### config.mk
export PLATFORM = sky130hd
export DESIGN_NAME = eq_engine
export DESIGN_NICKNAME = d
export VERILOG_FILES = /design/src/rtl/eq_engine.sv
export SDC_FILE = /design/constraint.sdc
export NUM_CORES = 2
export LEC_CHECK = 0
export BUFFER_PORTS_ARGS = -buffer_cell sky130_fd_sc_hd__buf_2
export CAP_MARGIN = 10
export CORE_UTILIZATION = 25
export DETAILED_ROUTE_END_ITERATION = 8
export SETUP_SLACK_MARGIN = 0.4
export SLEW_MARGIN = 10
export SYNTH_ARGS = -nofsm -noshare
export SYNTH_HDL_FRONTEND = slang
export SYNTH_SLANG_ARGS = --single-unit
### constraint.sdc
create_clock -name i_clk -period 14.81 [get_ports i_clk]
set_input_delay 0.7405 -clock i_clk [delete_from_list [all_inputs] [get_ports i_clk]]
set_output_delay 0.7405 -clock i_clk [all_outputs]
set_load 0.02 [all_outputs]
### src/rtl/eq_engine.sv
// Multi-channel, multi-band parametric equalizer built around one
// time-multiplexed biquad MAC. Each (channel, band) pair costs five MAC
// cycles plus one write-back cycle. Coefficients are runtime-writable, and
// a one-entry slot holds a write that arrives while a sample is in flight.
module eq_engine #(
  parameter int DATA_W    = 16,
  parameter int NUM_CH    = 2,
  parameter int NUM_BANDS = 6,
  parameter int COEF_W    = 18,
  parameter int COEF_FRAC = 16,
  parameter int INT_W     = 24,
  parameter int MAX_SHIFT = 4
) (
  input  logic                         i_clk,
  input  logic                         i_rst,
  input  logic                         i_valid,
  input  logic [NUM_CH*DATA_W-1:0]     i_data,
  input  logic [2:0]                   i_shift,
  input  logic                         i_bypass,
  input  logic                         i_clr_state,
  input  logic                         i_coef_we,
  input  logic [$clog2(NUM_BANDS)-1:0] i_coef_band,
  input  logic [2:0]                   i_coef_idx,
  input  logic [COEF_W-1:0]            i_coef_data,
  output logic [NUM_CH*DATA_W-1:0]     o_data,
  output logic                         o_valid,
  output logic                         o_busy,
  output logic                         o_sat,
  output logic                         o_drop
);

  localparam int ACC_W  = INT_W + COEF_W + 3;
  localparam int PROD_W = INT_W + COEF_W;
  localparam int CH_W   = (NUM_CH > 1) ? $clog2(NUM_CH) : 1;
  localparam int BAND_W = (NUM_BANDS > 1) ? $clog2(NUM_BANDS) : 1;
  localparam int CB_W   = $clog2(NUM_BANDS);

  localparam logic signed [COEF_W-1:0] COEF_ONE = {{(COEF_W-1){1'b0}}, 1'b1} << COEF_FRAC;
  localparam logic signed [ACC_W-1:0]  RND      = {{(ACC_W-1){1'b0}}, 1'b1} << (COEF_FRAC - 1);
  localparam logic signed [ACC_W-1:0]  IMAX     = ACC_W'({1'b0, {(INT_W-1){1'b1}}});
  localparam logic signed [ACC_W-1:0]  IMIN     = -IMAX - 1;
  localparam logic signed [INT_W-1:0]  DMAX     = INT_W'({1'b0, {(DATA_W-1){1'b1}}});
  localparam logic signed [INT_W-1:0]  DMIN     = -DMAX - 1;
  localparam logic [2:0]               MAX_SH3  = 3'(MAX_SHIFT);
  localparam logic [CH_W-1:0]          LAST_CH  = CH_W'(NUM_CH - 1);
  localparam logic [BAND_W-1:0]        LAST_BD  = BAND_W'(NUM_BANDS - 1);

  typedef enum logic [2:0] {
    S_IDLE,
    S_LOAD,
    S_MAC,
    S_WB,
    S_DONE
  } state_t;

  state_t state, state_next;

  logic signed [COEF_W-1:0] coef [NUM_BANDS][5];
  logic signed [INT_W-1:0]  hx1  [NUM_CH][NUM_BANDS];
  logic signed [INT_W-1:0]  hx2  [NUM_CH][NUM_BANDS];
  logic signed [INT_W-1:0]  hy1  [NUM_CH][NUM_BANDS];
  logic signed [INT_W-1:0]  hy2  [NUM_CH][NUM_BANDS];

  logic [NUM_CH*DATA_W-1:0] cap_data;
  logic [2:0]               cap_shift;
  logic                     cap_bypass;
  logic signed [INT_W-1:0]  samp [NUM_CH];
  logic signed [INT_W-1:0]  res  [NUM_CH];
  logic signed [INT_W-1:0]  x_cur;
  logic [CH_W-1:0]          ch;
  logic [BAND_W-1:0]        band;
  logic [2:0]               term;
  logic signed [ACC_W-1:0]  acc;
  logic                     sat_flag;

  logic                     pend_valid;
  logic [CB_W-1:0]          pend_band;
  logic [2:0]               pend_idx;
  logic [COEF_W-1:0]        pend_data;

  logic                     coef_ok;
  logic [2:0]               shift_eff;
  logic signed [INT_W-1:0]  load_val [NUM_CH];
  logic signed [INT_W-1:0]  x_in;
  logic signed [INT_W-1:0]  opnd;
  logic signed [PROD_W-1:0] c_ext;
  logic signed [PROD_W-1:0] o_ext;
  logic signed [PROD_W-1:0] prod;
  logic signed [ACC_W-1:0]  term_val;
  logic signed [ACC_W-1:0]  rnd_sum;
  logic signed [ACC_W-1:0]  scaled;
  logic signed [INT_W-1:0]  y_sat;
  logic                     wb_clamp;
  logic signed [INT_W-1:0]  y_wb;
  logic [NUM_CH*DATA_W-1:0] out_word;
  logic                     done_clamp;

  assign o_busy  = (state != S_IDLE);
  assign coef_ok = i_coef_we && (32'(i_coef_band) < NUM_BANDS) && (i_coef_idx <= 3'd4);

  // State register
  always_ff @(posedge i_clk) begin
    if (i_rst) state <= S_IDLE;
    else       state <= state_next;
  end

  // Next-state sequencing: load, then MAC/WB per band and channel, then done
  always_comb begin
    state_next = state;
    case (state)
      S_IDLE: if (i_valid) state_next = S_LOAD;
      S_LOAD: state_next = S_MAC;
      S_MAC:  if (term == 3'd4) state_next = S_WB;
      S_WB:   state_next = (band == LAST_BD && ch == LAST_CH) ? S_DONE : S_MAC;
      S_DONE: state_next = S_IDLE;
      default: state_next = S_IDLE;
    endcase
  end

  // Input scaling, MAC term selection, rounding and saturation
  always_comb begin
    shift_eff = (cap_shift > MAX_SH3) ? 3'd0 : cap_shift;
    for (int unsigned c = 0; c < NUM_CH; c++) begin
      load_val[c] = INT_W'($signed(cap_data[c*DATA_W +: DATA_W])) >>> shift_eff;
    end

    x_in = (band == '0) ? samp[ch] : x_cur;
    case (term)
      3'd0:    opnd = x_in;
      3'd1:    opnd = hx1[ch][band];
      3'd2:    opnd = hx2[ch][band];
      3'd3:    opnd = hy1[ch][band];
      default: opnd = hy2[ch][band];
    endcase
    c_ext    = PROD_W'(coef[band][term]);
    o_ext    = PROD_W'(opnd);
    prod     = c_ext * o_ext;
    term_val = (term >= 3'd3) ? -ACC_W'(prod) : ACC_W'(prod);

    rnd_sum  = acc + RND;
    scaled   = rnd_sum >>> COEF_FRAC;
    wb_clamp = 1'b0;
    if (scaled > IMAX) begin
      y_sat    = {1'b0, {(INT_W-1){1'b1}}};
      wb_clamp = 1'b1;
    end else if (scaled < IMIN) begin
      y_sat    = {1'b1, {(INT_W-1){1'b0}}};
      wb_clamp = 1'b1;
    end else begin
      y_sat    = scaled[INT_W-1:0];
    end
    // Bypass walks the same band sequence so latency is unchanged, but
    // each band simply forwards its input.
    y_wb = cap_bypass ? x_in : y_sat;

    out_word   = '0;
    done_clamp = 1'b0;
    for (int unsigned c = 0; c < NUM_CH; c++) begin
      if (res[c] > DMAX) begin
        out_word[c*DATA_W +: DATA_W] = {1'b0, {(DATA_W-1){1'b1}}};
        done_clamp = 1'b1;
      end else if (res[c] < DMIN) begin
        out_word[c*DATA_W +: DATA_W] = {1'b1, {(DATA_W-1){1'b0}}};
        done_clamp = 1'b1;
      end else begin
        out_word[c*DATA_W +: DATA_W] = res[c][DATA_W-1:0];
      end
    end
  end

  // Datapath, history, coefficient store and output registers
  always_ff @(posedge i_clk) begin
    if (i_rst) begin
      o_data     <= '0;
      o_valid    <= 1'b0;
      o_sat      <= 1'b0;
      o_drop     <= 1'b0;
      cap_data   <= '0;
      cap_shift  <= '0;
      cap_bypass <= 1'b0;
      x_cur      <= '0;
      ch         <= '0;
      band       <= '0;
      term       <= '0;
      acc        <= '0;
      sat_flag   <= 1'b0;
      pend_valid <= 1'b0;
      pend_band  <= '0;
      pend_idx   <= '0;
      pend_data  <= '0;
      for (int unsigned b = 0; b < NUM_BANDS; b++) begin
        coef[b][0] <= COEF_ONE;
        for (int unsigned k = 1; k < 5; k++) coef[b][k] <= '0;
      end
      for (int unsigned c = 0; c < NUM_CH; c++) begin
        samp[c] <= '0;
        res[c]  <= '0;
        for (int unsigned b = 0; b < NUM_BANDS; b++) begin
          hx1[c][b] <= '0;
          hx2[c][b] <= '0;
          hy1[c][b] <= '0;
          hy2[c][b] <= '0;
        end
      end
    end else begin
      o_valid <= 1'b0;
      o_sat   <= 1'b0;
      o_drop  <= i_valid && (state != S_IDLE);

      // Writes land directly when idle, otherwise park in the pending slot.
      // In the done cycle the slot drains first so a same-cycle write wins.
      if (state == S_IDLE) begin
        if (coef_ok) coef[i_coef_band][i_coef_idx] <= i_coef_data;
      end else if (state == S_DONE) begin
        if (pend_valid) coef[pend_band][pend_idx] <= pend_data;
        pend_valid <= 1'b0;
        if (coef_ok) coef[i_coef_band][i_coef_idx] <= i_coef_data;
      end else if (coef_ok) begin
        pend_valid <= 1'b1;
        pend_band  <= i_coef_band;
        pend_idx   <= i_coef_idx;
        pend_data  <= i_coef_data;
      end

      case (state)
        S_IDLE: begin
          if (i_clr_state) begin
            for (int unsigned c = 0; c < NUM_CH; c++) begin
              for (int unsigned b = 0; b < NUM_BANDS; b++) begin
                hx1[c][b] <= '0;
                hx2[c][b] <= '0;
                hy1[c][b] <= '0;
                hy2[c][b] <= '0;
              end
            end
          end
          if (i_valid) begin
            cap_data   <= i_data;
            cap_shift  <= i_shift;
            cap_bypass <= i_bypass;
          end
        end
        S_LOAD: begin
          for (int unsigned c = 0; c < NUM_CH; c++) samp[c] <= load_val[c];
          ch   <= '0;
          band <= '0;
          term <= '0;
        end
        S_MAC: begin
          acc  <= (term == 3'd0) ? term_val : acc + term_val;
          term <= (term == 3'd4) ? 3'd0 : term + 3'd1;
        end
        S_WB: begin
          if (!cap_bypass) begin
            hx2[ch][band] <= hx1[ch][band];
            hx1[ch][band] <= x_in;
            hy2[ch][band] <= hy1[ch][band];
            hy1[ch][band] <= y_sat;
            if (wb_clamp) sat_flag <= 1'b1;
          end
          x_cur <= y_wb;
          term  <= '0;
          if (band == LAST_BD) begin
            res[ch] <= y_wb;
            band    <= '0;
            if (ch != LAST_CH) ch <= ch + 1'b1;
          end else begin
            band <= band + 1'b1;
          end
        end
        S_DONE: begin
          o_data   <= out_word;
          o_valid  <= 1'b1;
          o_sat    <= sat_flag | done_clamp;
          sat_flag <= 1'b0;
        end
        default: ;
      endcase
    end
  end

endmodule

==> run metrics <==
Worst-Skew Late Latency 940 ps; # resized after CTS 0; worst-margin pin slew between 1000 and 1500 ps; RePlAce Congestion 0.893; status completed; Final setup viols 0; post-route minimum period 13630 ps; count leader, synth edfxtp_1; GRT Util Overall 15.8%; Max Cap Viol 0; # rows between 200 and 300; critical path arrival 14480 ps; register area share after synthesis 53.3%; initial core utilization 25.2%; WL final approximately 380000 µm; Final Cycle Share 92.0%; Hold Slack 64.7 ps; Synth Flop Type edfxtp_1; fraction of registers with async set/reset 0%; number of CTS-inserted buffers 217; Mapped Cells 9494; # IOs 101; fill cell count between 40000 and 50000; Die Height 686 µm; die span in x 686 µm; Finished Cell Area between 100000 and 150000 µm²; Syn Std Cell Area between 100000 and 150000 µm²; WS Path Type register to register; H-tree depth 4; pin count of the biggest net entering global routing 83; Synth top area share between 50% and 60%; CP Capture Type register; Mapped Nets 10143; drt initial violations approximately 9400; CP max stage delay 900 ps; Post-DP HPWL 242000 µm; Max transition margin 17.6%; layout cell share with drive strength beyond 1 16.7%; CP max FO 40; Max Clock Freq between 70 and 80 MHz; Post-DRT Antenna Nets 0; RSZ-0062 raised after global routing no; Critical Path Most Common Cell ha_1; clk_skew 92.3 ps; Synth-to-Final Area Change 12.8%; Cell variety after synth 89; vias in the first global route 77900; clock tree buffer depth 4; Buffers on Ports 100; Min-Delay Path Class input port to register; Root Buffer clkbuf_16; initial antenna violation count 27; synth top area cells edfxtp_1 (50%), mux4_2 (8.8%), fa_1 (7.3%); critical path's slowest cell dfxtp_4; Syn. warnings 0; clk sinks 2132; 1st-pass router iterations 7; Critical Path RT 15660 ps; Post-route DRC 0; CP Launch Type register; grt ovf 0; setup_tns 0 ps; Final Max Tran Viols 0; CTS tree built; Yosys reg bits 2132; routed vias 79600; Layout Nets 9963; EDFF count, synth between 1500 and 2000; largest area contributor in the netlist edfxtp_1; first-pass GRT wire length 555000 µm; DR WL/cell between 20 and 25 µm; Post-Syn Area per Cell 12.3 µm²; Die Area between 400000 and 500000 µm²; final hold violation count 0; Commonest cells post-synth edfxtp_1 (1952), nor2_1 (1630), nand2_1 (763); post-DR vias/cell 5.08; DP Area approximately 120000 µm²; core area 465000 µm²; Worst-path clk slew 70 ps
-- logic make-up (layout without fill, tap and decap cells) --
group	count (synthesis)	after routing	synth area share (%)
simple gates	2983	2983	10.8
flops	2132	2132	53.3
buf+inv	1395	1391	4.57
compound gates	1392	1392	8.77
mux	876	876	12.6
fa+ha+maj	584	584	9.00
xor+xnor	132	132	0.996
other cells	0	5	0
-- repair_timing --
item,4_1_cts,5_1_grt
hold buffers,7,0
setup buffers,0,0
endpoints found under the hold margin,7,0
-- routing by layer --
metal  global-route usage, %  share of wire, %  up-vias
met4                    5.83               4.1       28
met2                    25.0                46     4294
met1                    21.6                40    40767
met5                       0             0.046        -
li1                        -                 -    33760
met3                    2.76               9.9      751
-- critical path: cells and delay by family (launching register included) --
kind / cells / cell delay (ps)
buffers and inverters: 5 / 880
XOR/XNOR: 2 / 420
flip-flops: 1 / 900
AND/OR/NAND/NOR: 8 / 2980
adder cells (fa/ha/maj): 9 / 3510
multiplexers: 2 / 690
AO/OA/AOI/OAI: 12 / 4080
-- layout make-up --
type,count,area (µm²),area share (%)
clock inverters,116,1070,0.809
multi-input cells,5967,49700,37.7
well taps,6174,7720,5.86
flip-flops and latches,2132,62200,47.2
clock buffers,279,5830,4.42
repair buffers,435,3140,2.38
inverters,561,2110,1.60
diodes,5,12.5,0.00949
-- metrics by stage --
step / std cells / setup slack (ps) / utilization (%)
floorplan: 9494 / 2730 / -
global placement: 15262 / 1380 / 26.9
detailed placement: 15262 / 1360 / 26.9
CTS: 15664 / 1250 / 28.4
global route: 15667 / 401 / 28.4
finish: 15669 / 1180 / 28.4
-- worst paths after layout --
check             cells past startpoint                    from  slack [ps]                   endpoint
hold / removal                        3              i_data[13]          60  cap_data[13]$_SDFFE_PP0P_
setup / recovery                     38    band[0]$_SDFFE_PP0N_        1180       acc[41]$_SDFFE_PP0P_
setup reg to reg                     38    band[0]$_SDFFE_PP0N_        1180       acc[41]$_SDFFE_PP0P_
hold reg to reg                       2  o_data[1]$_SDFFE_PP0P_         460     o_data[1]$_SDFFE_PP0P_
-- sequential cells by signal, summed over array words and instances, names as in the netlist, 3 cells and up, named ones only --
| name | cells |
|---|---|
| o_data | 32 |
| pend_idx | 3 |
| coef | 720 |
| term | 3 |
| res | 48 |
| pend_data | 18 |
| pend_band | 3 |
| samp | 32 |
| state | 3 |
| x_cur | 24 |
| acc | 45 |
| hx2 | 288 |
| band | 3 |
| hy1 | 288 |
| hx1 | 288 |
| hy2 | 288 |
| cap_data | 32 |
| cap_shift | 3 |
-- placed cells by master (no fill, tap or decap), drive strengths merged, types with 180 or more instances in the layout --
cell	n
mux2i	219
a22o	531
fa	427
mux2	200
nand2	763
buf	428
dfxtp	180
a21oi	258
edfxtp	1952
nor2	1630
inv	561
clkbuf	279
mux4	457
Power is not shown: default switching activity piles up to over one toggle a cycle in this logic, so the estimate is an artifact.
